<file path="config.mk">
export PLATFORM = sky130hd
export DESIGN_NAME = uart_tx_ctrl
export DESIGN_NICKNAME = d
export VERILOG_FILES = /design/src/rtl/uart_tx_ctrl.sv
export SDC_FILE = /design/constraint.sdc
export NUM_CORES = 1
export LEC_CHECK = 0
export BUFFER_PORTS_ARGS = -buffer_cell sky130_fd_sc_hd__buf_2
export CORE_UTILIZATION = 42
export CTS_BUF_LIST = sky130_fd_sc_hd__clkbuf_16
export CTS_CLUSTER_DIAMETER = 30
export CTS_CLUSTER_SIZE = 20
export DETAILED_ROUTE_END_ITERATION = 7
export PLACE_DENSITY = 0.66
export SLEW_MARGIN = 40
export SYNTH_ARGS = -nofsm -noshare
export SYNTH_HDL_FRONTEND = slang
export SYNTH_SLANG_ARGS = --single-unit
</file>
<file path="constraint.sdc">
create_clock -name clk -period 1.5 [get_ports clk]
set_input_delay 0.225 -clock clk [delete_from_list [all_inputs] [get_ports clk]]
set_output_delay 0.225 -clock clk [all_outputs]
set_load 0.03 [all_outputs]
</file>
<file path="src/rtl/uart_tx_ctrl.sv">
// UART transmit framer: serializes one latched word per frame as
// start bit, DATA_WIDTH data bits LSB first, optional parity bit, stop bit.
module uart_tx_ctrl #(
    parameter int unsigned DATA_WIDTH = 8
) (
    input  logic                  clk,
    input  logic                  rst_n,
    input  logic [DATA_WIDTH-1:0] P_DATA,
    input  logic                  Data_Valid,
    input  logic                  par_en,
    input  logic                  PAR_bit,
    output logic                  TX_OUT,
    output logic                  Busy
);

    localparam int unsigned CNT_W = (DATA_WIDTH > 1) ? $clog2(DATA_WIDTH) : 1;
    localparam logic [CNT_W-1:0] LAST_BIT = CNT_W'(DATA_WIDTH - 1);

    typedef enum logic [2:0] {
        IDLE   = 3'd0,
        START  = 3'd1,
        DATA   = 3'd2,
        PARITY = 3'd3,
        STOP   = 3'd4
    } state_e;

    state_e                  state_q;
    logic [CNT_W-1:0]        cnt_q;
    logic [DATA_WIDTH-1:0]   data_q;
    logic                    par_en_q;
    logic                    tx_q;
    logic                    busy_q;
    logic [CNT_W-1:0]        cnt_inc;

    assign cnt_inc = cnt_q + CNT_W'(1);

    // Outputs are loaded one edge ahead so TX_OUT/Busy always reflect the current state.
    always_ff @(posedge clk) begin
        if (!rst_n) begin
            state_q  <= IDLE;
            cnt_q    <= '0;
            data_q   <= '0;
            par_en_q <= 1'b0;
            tx_q     <= 1'b1;
            busy_q   <= 1'b0;
        end else begin
            case (state_q)
                IDLE: begin
                    tx_q   <= 1'b1;
                    busy_q <= 1'b0;
                    if (Data_Valid) begin
                        data_q   <= P_DATA;
                        par_en_q <= par_en;
                        state_q  <= START;
                        tx_q     <= 1'b0;
                        busy_q   <= 1'b1;
                    end
                end
                START: begin
                    state_q <= DATA;
                    cnt_q   <= '0;
                    tx_q    <= data_q[0];
                end
                DATA: begin
                    if (cnt_q == LAST_BIT) begin
                        cnt_q <= '0;
                        if (par_en_q) begin
                            state_q <= PARITY;
                            tx_q    <= PAR_bit;
                        end else begin
                            state_q <= STOP;
                            tx_q    <= 1'b1;
                        end
                    end else begin
                        cnt_q <= cnt_inc;
                        tx_q  <= data_q[cnt_inc];
                    end
                end
                PARITY: begin
                    state_q <= STOP;
                    tx_q    <= 1'b1;
                end
                STOP: begin
                    state_q <= IDLE;
                    tx_q    <= 1'b1;
                    busy_q  <= 1'b0;
                end
                default: begin
                    state_q <= IDLE;
                    tx_q    <= 1'b1;
                    busy_q  <= 1'b0;
                end
            endcase
        end
    end

    assign TX_OUT = tx_q;
    assign Busy   = busy_q;

endmodule

</file>
Word level (Yosys, flattened, before mapping)
Cells that the tools add are included.
{ "classes": {"mux": 14, "order_cmp": 1, "addsub": 1, "n_eq_ne": 6, "n_reduce_logical": 5} }
{ "op_table": {"columns": ["cell", "n"], "rows": [
  ["3-bit 2-to-1 mux", 4],
  ["3-bit case mux with 4 select lines", 1],
  ["3-bit by 2-bit == test with 1-bit output (second input constant)", 2],
  ["3-bit case mux with 2 select lines", 1],
  ["1-bit 2-to-1 mux", 5],
  ["3-bit by 4-bit less-than comparator with 1-bit output (second input constant)", 1],
  ["2-bit inequality test (second input constant)", 2],
  ["2-bit AND reduction", 2],
  ["3-bit by 1-bit adder with 3-bit output (second input constant)", 1],
  ["1-bit binary-select mux with 3-bit select", 1],
  ["3-bit by 1-bit == test with 1-bit output (second input constant)", 1],
  ["3-bit == test (second input constant)", 1],
  ["3-bit zero test", 1],
  ["1-bit case mux with 3 select lines", 1],
  ["3-bit OR reduction", 1],
  ["1-bit case mux with 2 select lines", 1],
  ["2-bit nonzero test", 1]
]} }
{ "totals": {"word_cells": 33, "regBits": 17, "in_bits": 13, "out_inout_bits": 2} }

Depth between registers and ports, before layout
Gate-level depths: netlist of run 1.
{ "depth": {"ltp_word": 5, "ltp_mapped": 6, "ltp_nobuf": 6} }

Worst setup path before layout of run 1
OpenSTA, ideal clock, no wires.
{ "synth_timing": {"kind": "reg2reg", "startpoint": "reg cnt_q[0]", "endpoint": "reg tx_q, in the netlist TX_OUT", "n_path_buf": 0, "setup_slack_ns": 0.168, "stages_incl_launch_ff": 7, "arrival_ns": 1.211, "period_less_slack_ns": 1.332, "setup_ns": 0.121, "t_required_ns": 1.379, "cell_sequence": "dfxtp_1 > ha_1 > ha_1 > nand2_1 > nor2_1 > nor4_1 > o21ai_1"} }
{ "synth_via": {"elab_chain_len": 5, "word_cells_on_any_way": 6, "classes_between": "add/sub (1); eq/ne (1); mux (4)"} }
{ "synth_lines": {"columns": ["item", "line_no", "source"], "rows": [
  ["from (decl)", "28", "logic [CNT_W-1:0] cnt_q;"],
  ["from (signal assigned)", "75", "cnt_q <= cnt_inc;"],
  ["3-bit by 1-bit adder with 3-bit output", "35", "assign cnt_inc = cnt_q + CNT_W'(1);"],
  ["1-bit binary-select mux with 3-bit select", "76", "tx_q <= data_q[cnt_inc];"],
  ["1-bit 2-to-1 mux (implied by the code)", "76", null],
  ["1-bit 2-to-1 mux *", "65", "if (cnt_q == LAST_BIT) begin"],
  ["1-bit case mux with 3 select lines *", "47", "case (state_q)"],
  ["to (signal assigned)", "62", "tx_q <= data_q[0];"],
  ["to (signal assigned)", "69", "tx_q <= PAR_bit;"],
  ["to (signal assigned)", "76", null],
  ["to (decl)", "31", "logic tx_q;"]
]} }
Every way passes the cells marked *; elsewhere a longest branch is shown, timed or not. The select of a mux whose other input is x is not followed.
A chain may end at the register's enable or synchronous reset.

Worst setup path after layout of run 1
Ends and elaborated chain as after synthesis.

==> run metrics, run 1 <==
Rows 15; pin count of the biggest net entering global routing 16; power per cell area 1120 mW/mm2; syn nets 114; GRT Total Usage 18.2%; wirelength, routed 1740 um; PortBufs 14; Initial Utilization 46.7%; Core Footprint 0.00182 mm2; drt drc 0; initial antenna violation count 0; Detailed Place HPWL 1180 um; worst-skew pair later-pin latency 250 ps; sequential fraction of the synthesis area 40.0%; commonest non-fill, non-tap cell in the layout nand2_1; most frequent cells in the layout 23 x nand2_1, 15 x dfxtp_1, 14 x buf_2; Routed Antenna Nets 0; GR peak layer met2; # IOs 15; Routed WL per cell 12.5 um; Root Driver clkbuf_16; actual slew at the worst max-slew pin 446 ps; Die Span Y 47.0 um; Clock Tree Buf Depth 2; first-pass GRT wire length 2700 um; Layout Nets 131; total CTS buffers 3; Max VDD drop 0.885 mV; final setup vio count 0; overflow left after global routing 0; number of global-route vias before repair 647; minimum clock period 1460 ps; CTS H-Tree Depth 1; DIE AREA 0.00221 mm2; critical path capture point type flip-flop; critical path arrival 1590 ps; CTS sink count 17; Worst R2R Start cnt_q[0]; headroom to the max-slew limit 70.3%; synth warn 0; Worst Hold Launch P_DATA[7]; maxcap violations 0; CTS tree built; Slew Limit Fails 0; antenna cells 0; 1st-pass router iterations 4; HP Class in2reg; Worst EP required 1630 ps; Peak Freq 686 MHz; worst hold slack 210 ps; setup ws final 42.7 ps; clock-pin slew on the worst setup and hold paths 50 ps; width of the die 47.0 um; Max Fanout on Critical Path 5; Area growth, synth to finish 25.4%; Worst Clk Skew 1.08 ps; synthesized area 851 um2; fin area 0.00107 mm2; leakage power 0.413 nW; synthesized flop and latch total 17; Crit Path Class reg2reg; Hold Vio Cnt, Final 0; Place WS 87.4 ps; DP Area 932 um2; M1 GR Usage 21.9%; Vias 727; Period Utilization, post-route 97.2%; met2 Resource Use GR 29.4%; Worst Setup SP cnt_q[0]; total power 1.20 mW; Cells after Synth 99; synth unique cells 31; CP Launch Type flip-flop; global routing met3 resource utilization 5.77%; status finished clean; layout cell share with drive strength beyond 1 27.0%; Routability Congestion 0.722; final core utilization 58.6%; Vias/cell 5.19; DR iter-0 viols 4; synthesized area per cell 8.59 um2
[sequential cells by signal, summed over array words and instances, names as in the netlist]
| name | count |
|---|---|
| TX_OUT | 1 |
| Busy | 1 |
| cnt_q | 3 |
| state_q | 3 |
| data_q | 8 |
| par_en_q | 1 |
[area by class of cell]
cell class	instances	area, um2
well taps	25	31.3
repair buffers	16	85.1
clock buffers	3	75.1
fillers	172	753
multi-input cells	76	520
inverters	2	7.51
flip-flops and latches	17	343
clock inverters	1	5.00
[power by group]
| group | switching (mW) | internal, mW |
|---|---|---|
| combinational | 0.0831 | 0.0712 |
| clock | 0.178 | 0.357 |
| sequential | 0.0262 | 0.481 |
| total | 0.288 | 0.909 |
[critical path: stages (launching register included)]
cell and delay (ps):
dfxtp_2 330, ha_4 160, ha_4 280, nand2b_4 120
o22ai_2 60, nor4_2 280, o21ai_1 110
[worst paths after layout]
kind                to  slack, ps  depth (start not counted)
max reg2reg     TX_OUT         40                          6
max             TX_OUT         40                          6
min reg2reg  data_q[1]        460                          2
min          data_q[7]        210                          3
[repair_timing]
item | 4_1_cts | 5_1_grt
resized for setup | 0 | 8
hold buffers | 0 | 0
endpoints found under the hold margin | 0 | 0
setup buffers | 0 | 1
endpoints found under the setup margin | 0 | 1
[cell usage after synthesis]
master / instances / share of area [%]
o211ai_1: 1 / 0.88
nand2_1: 23 / 10
a21boi_1: 9 / 7.9
o22ai_1: 1 / 0.74
buf_6: 1 / 1.3
and2_1: 2 / 1.5
nor4b_1: 1 / 1.0
a22oi_1: 1 / 0.88
a21oi_1: 5 / 2.9
clkbuf_1: 1 / 0.44
buf_4: 1 / 0.88
o21ai_0: 1 / 0.59
mux2i_1: 7 / 8.2
nor3_1: 1 / 0.59
o21ai_1: 2 / 1.2
nor2b_1: 1 / 0.74
a21o_1: 1 / 0.88
nand3b_1: 2 / 1.8
o21bai_1: 1 / 0.88
dfxtp_1: 17 / 40
nor3_4: 1 / 1.9
nand3_2: 1 / 1.2
nand2b_1: 5 / 3.7
nor2_2: 1 / 0.74
buf_2: 1 / 0.59
inv_1: 2 / 0.88
ha_1: 2 / 2.9
nand3_1: 1 / 0.59
nor3b_2: 1 / 1.5
nor4_1: 1 / 0.74
nor2_1: 4 / 1.8
[cell families (layout without fill, tap and decap cells)]
logic type	count (synthesis)	in the layout	share of synthesized area, %
buffers and inverters	6	22	4.12
adder cells (fa/ha/maj)	2	2	2.94
AO/OA/AOI/OAI	22	22	16.9
flip-flops	17	17	40.0
multiplexers	7	7	8.24
AND/OR/NAND/NOR	45	45	27.8
[metrics by stage]
| stage | setup TNS (ps) | std cells |
|---|---|---|
| 3_3_place_gp | 0 | 135 |
| 3_5_place_dp | 0 | 135 |
| 4_1_cts | 0 | 139 |
| 6_report | 0 | 140 |
| 2_1_floorplan | 0 | 99 |
| 5_1_grt | -22.5 | 140 |
[metal layers]
layer | vias up | share of wire, %
met5 | - | 0
met3 | 2 | 3.0
li1 | 374 | -
met1 | 340 | 46
met4 | 0 | 0.63
met2 | 11 | 50
No activity file was read; power rests on OpenSTA's default activity.
==> run 2, diff against run 1 <==
- ABC_AREA: not set -> 1
==> run 2 against run 1 <==
Net effect: largest cell class unchanged; synthesized area fell by 7.4%; critical path depth fell by 2; non-clock buffer count shrank 2; flip-flop and latch count unchanged; via count decreased by 3.2%; sequential power grew 39%.
==> run metrics, run 2 <==
status finished clean; Die Span Y 45.3 um; DIE AREA 0.00205 mm2; post-synth top area share 43.2%; Hold Path Sink data_q[0]; wirelength, routed 1460 um; CTS sink count 17; Multi-input gate area 362 um2; worst path cell trace ha_1, ha_1, nor2_4, nor4_1; number of global-route vias before repair 575; final setup vio count 0; minimum clock period 1310 ps; Initial Utilization 45.2%; pin count of the biggest net entering global routing 20; commonest cells in the netlist 17 x dfxtp_1, 17 x inv_1, 17 x nand2_1, 14 x a21oi_1, 14 x o21ai_0; cell-internal power 1.18 mW; Worst EP required 1650 ps; Max Fanout on Critical Path 8; Peak Freq 765 MHz; Layout Nets 137; Worst Hold Launch P_DATA[0]; setup bufs post-CTS 0; Cells after Synth 105; Worst R2R Start cnt_q[0]; worst-skew pair later-pin latency 250 ps; maxcap violations 0; # resized after CTS 0; CP peak stage delay 460 ps; ys async rst share 0%; 1st-pass router iterations 4; number of flip-flops in the largest register 8; Detailed Place HPWL 1100 um; hold path depth 3; CP Launch Type flip-flop; Crit Path Class reg2reg; synthesized area per cell 7.51 um2; Logic pwr share 33.7%; power per cell area 1960 mW/mm2; Routed Antenna Nets 0; Max VDD drop 0.855 mV; Worst Clk Skew 2.29 ps; Post-synth EDFFs 0; Largest regs data_q x8, cnt_q x3, state_q x3; Fill cells 172; synthesized area 788 um2; leakage power 0.429 nW; Clock Tree Buf Depth 2; R2R Path End state_q[0]; Vias/cell 4.82; Routed WL per cell 9.97 um; Yosys top cell by area dfxtp_1; HP Class in2reg; CP max-delay cell dfxtp_1; most frequent cells in the layout 17 x dfxtp_1, 17 x inv_1, 17 x nand2_1; final core utilization 54.7%; Period Utilization, post-route 87.2%; # IOs 15; register with the most flip-flops data_q; ys flop type dfxtp_1; sequential power share 37.8%; synth warn 0; Vias 704; Slew Limit Fails 0; actual slew at the worst max-slew pin 251 ps; drt drc 0; Routability Congestion 0.753; reg2reg setup slack 190 ps; first-pass GRT wire length 2440 um; Root Driver clkbuf_16; Clk pwr share 28.5%; reg2reg path depth 4; GRT Total Usage 17.1%; Area growth, synth to finish 21.1%; initial antenna violation count 0; Synth area leaders dfxtp_1 43%, a21oi_1 8.9%, o21ai_0 8.9%; Hold Vio Cnt, Final 0; RSZ-0062 raised after global routing false; syn nets 120; clock-pin slew on the worst setup and hold paths 50 ps; Core Footprint 0.00175 mm2; critical path capture point type flip-flop; most frequent CP cell ha_1; switching share of power 37.1%; CTS tree built; PortBufs 14; total CTS buffers 3; width of the die 45.3 um; register area 340 um2; Post-CTS Hold Fix Bufs 0; Rows 15; CP Buf/Inv Count 0; critical path arrival 1450 ps; CTS H-Tree Depth 1; Switch Pwr 693 uW; DR iter-0 viols 13; headroom to the max-slew limit 83.1%; overflow left after global routing 0; layout cell share with drive strength beyond 1 19.8%; sequential fraction of the synthesis area 43.2%; post-route setup TNS 0 ps; antenna cells 0; synth unique cells 19; synthesized flop and latch total 17; crit-path leading delay family flip-flops
## run 2: through the flow
stage / hold WS, ps / instance area, um2 / setup slack (ps) / instances / power (mW)
2_1_floorplan: 363 / 788 / 296 / 105 / 1.22
3_3_place_gp: 435 / 875 / 243 / 142 / 1.34
3_5_place_dp: 440 / 875 / 203 / 142 / 1.34
4_1_cts: 256 / 955 / 187 / 146 / 1.88
5_1_grt: 286 / 955 / 66.7 / 146 / 2.02
6_report: 252 / 955 / 193 / 146 / 1.87
## run 2: metal layers
| layer | part of all wire (%) | global-route usage (%) | wire length [um] | vias to the layer above |
|---|---|---|---|---|
| li1 | - | - | - | 377 |
| met1 | 47 | 21.1 | 690 | 302 |
| met2 | 45 | 26.7 | 658 | 21 |
| met3 | 5.4 | 4.00 | 78 | 4 |
| met4 | 2.0 | 10.9 | 29 | 0 |
| met5 | 0 | 0 | 0 | - |
## run 2: cell families after synthesis
family	share of synthesized area [%]
compound gates	19.4
buf+inv	11.0
flops	43.2
simple gates	23.3
fa+ha+maj	3.17
## run 2: how the worst max path moves through the flow
| stage | startpoint | to | slack (ps) | cells after the start |
|---|---|---|---|---|
| 3_3_place_gp | cnt_q[0] | TX_OUT | 240 | 7 |
| 4_1_cts | cnt_q[0] | state_q[0] | 190 | 4 |
| 5_1_grt | cnt_q[0] | TX_OUT | 70 | 7 |
| 3_5_place_dp | cnt_q[0] | state_q[0] | 200 | 4 |
| 2_1_floorplan | cnt_q[0] | TX_OUT | 300 | 6 |
| 6_report | cnt_q[0] | state_q[0] | 190 | 4 |
## run 2: power by group through the flow
stage / Combinational [mW] / Clock (mW) / Sequential, mW
CTS: 0.632 / 0.541 / 0.707
floorplan: 0.494 / 0 / 0.731
detailed placement: 0.628 / 0 / 0.716
global route: 0.732 / 0.561 / 0.725
finish: 0.629 / 0.533 / 0.705
global placement: 0.626 / 0 / 0.713
## run 2: cell type report
class	count	share of cell area, %
Multi-Input combinational cell	67	37.9
Sequential cell	17	35.6
Clock buffer	3	7.86
Inverter	19	7.47
Timing Repair Buffer	14	7.34
Tap cell	25	3.28
Clock inverter	1	0.524
## run 2: tightest hold or removal path, stage by stage
cell	delay (ps)
buf_2	70
o21ai_0	70
a21oi_1	100
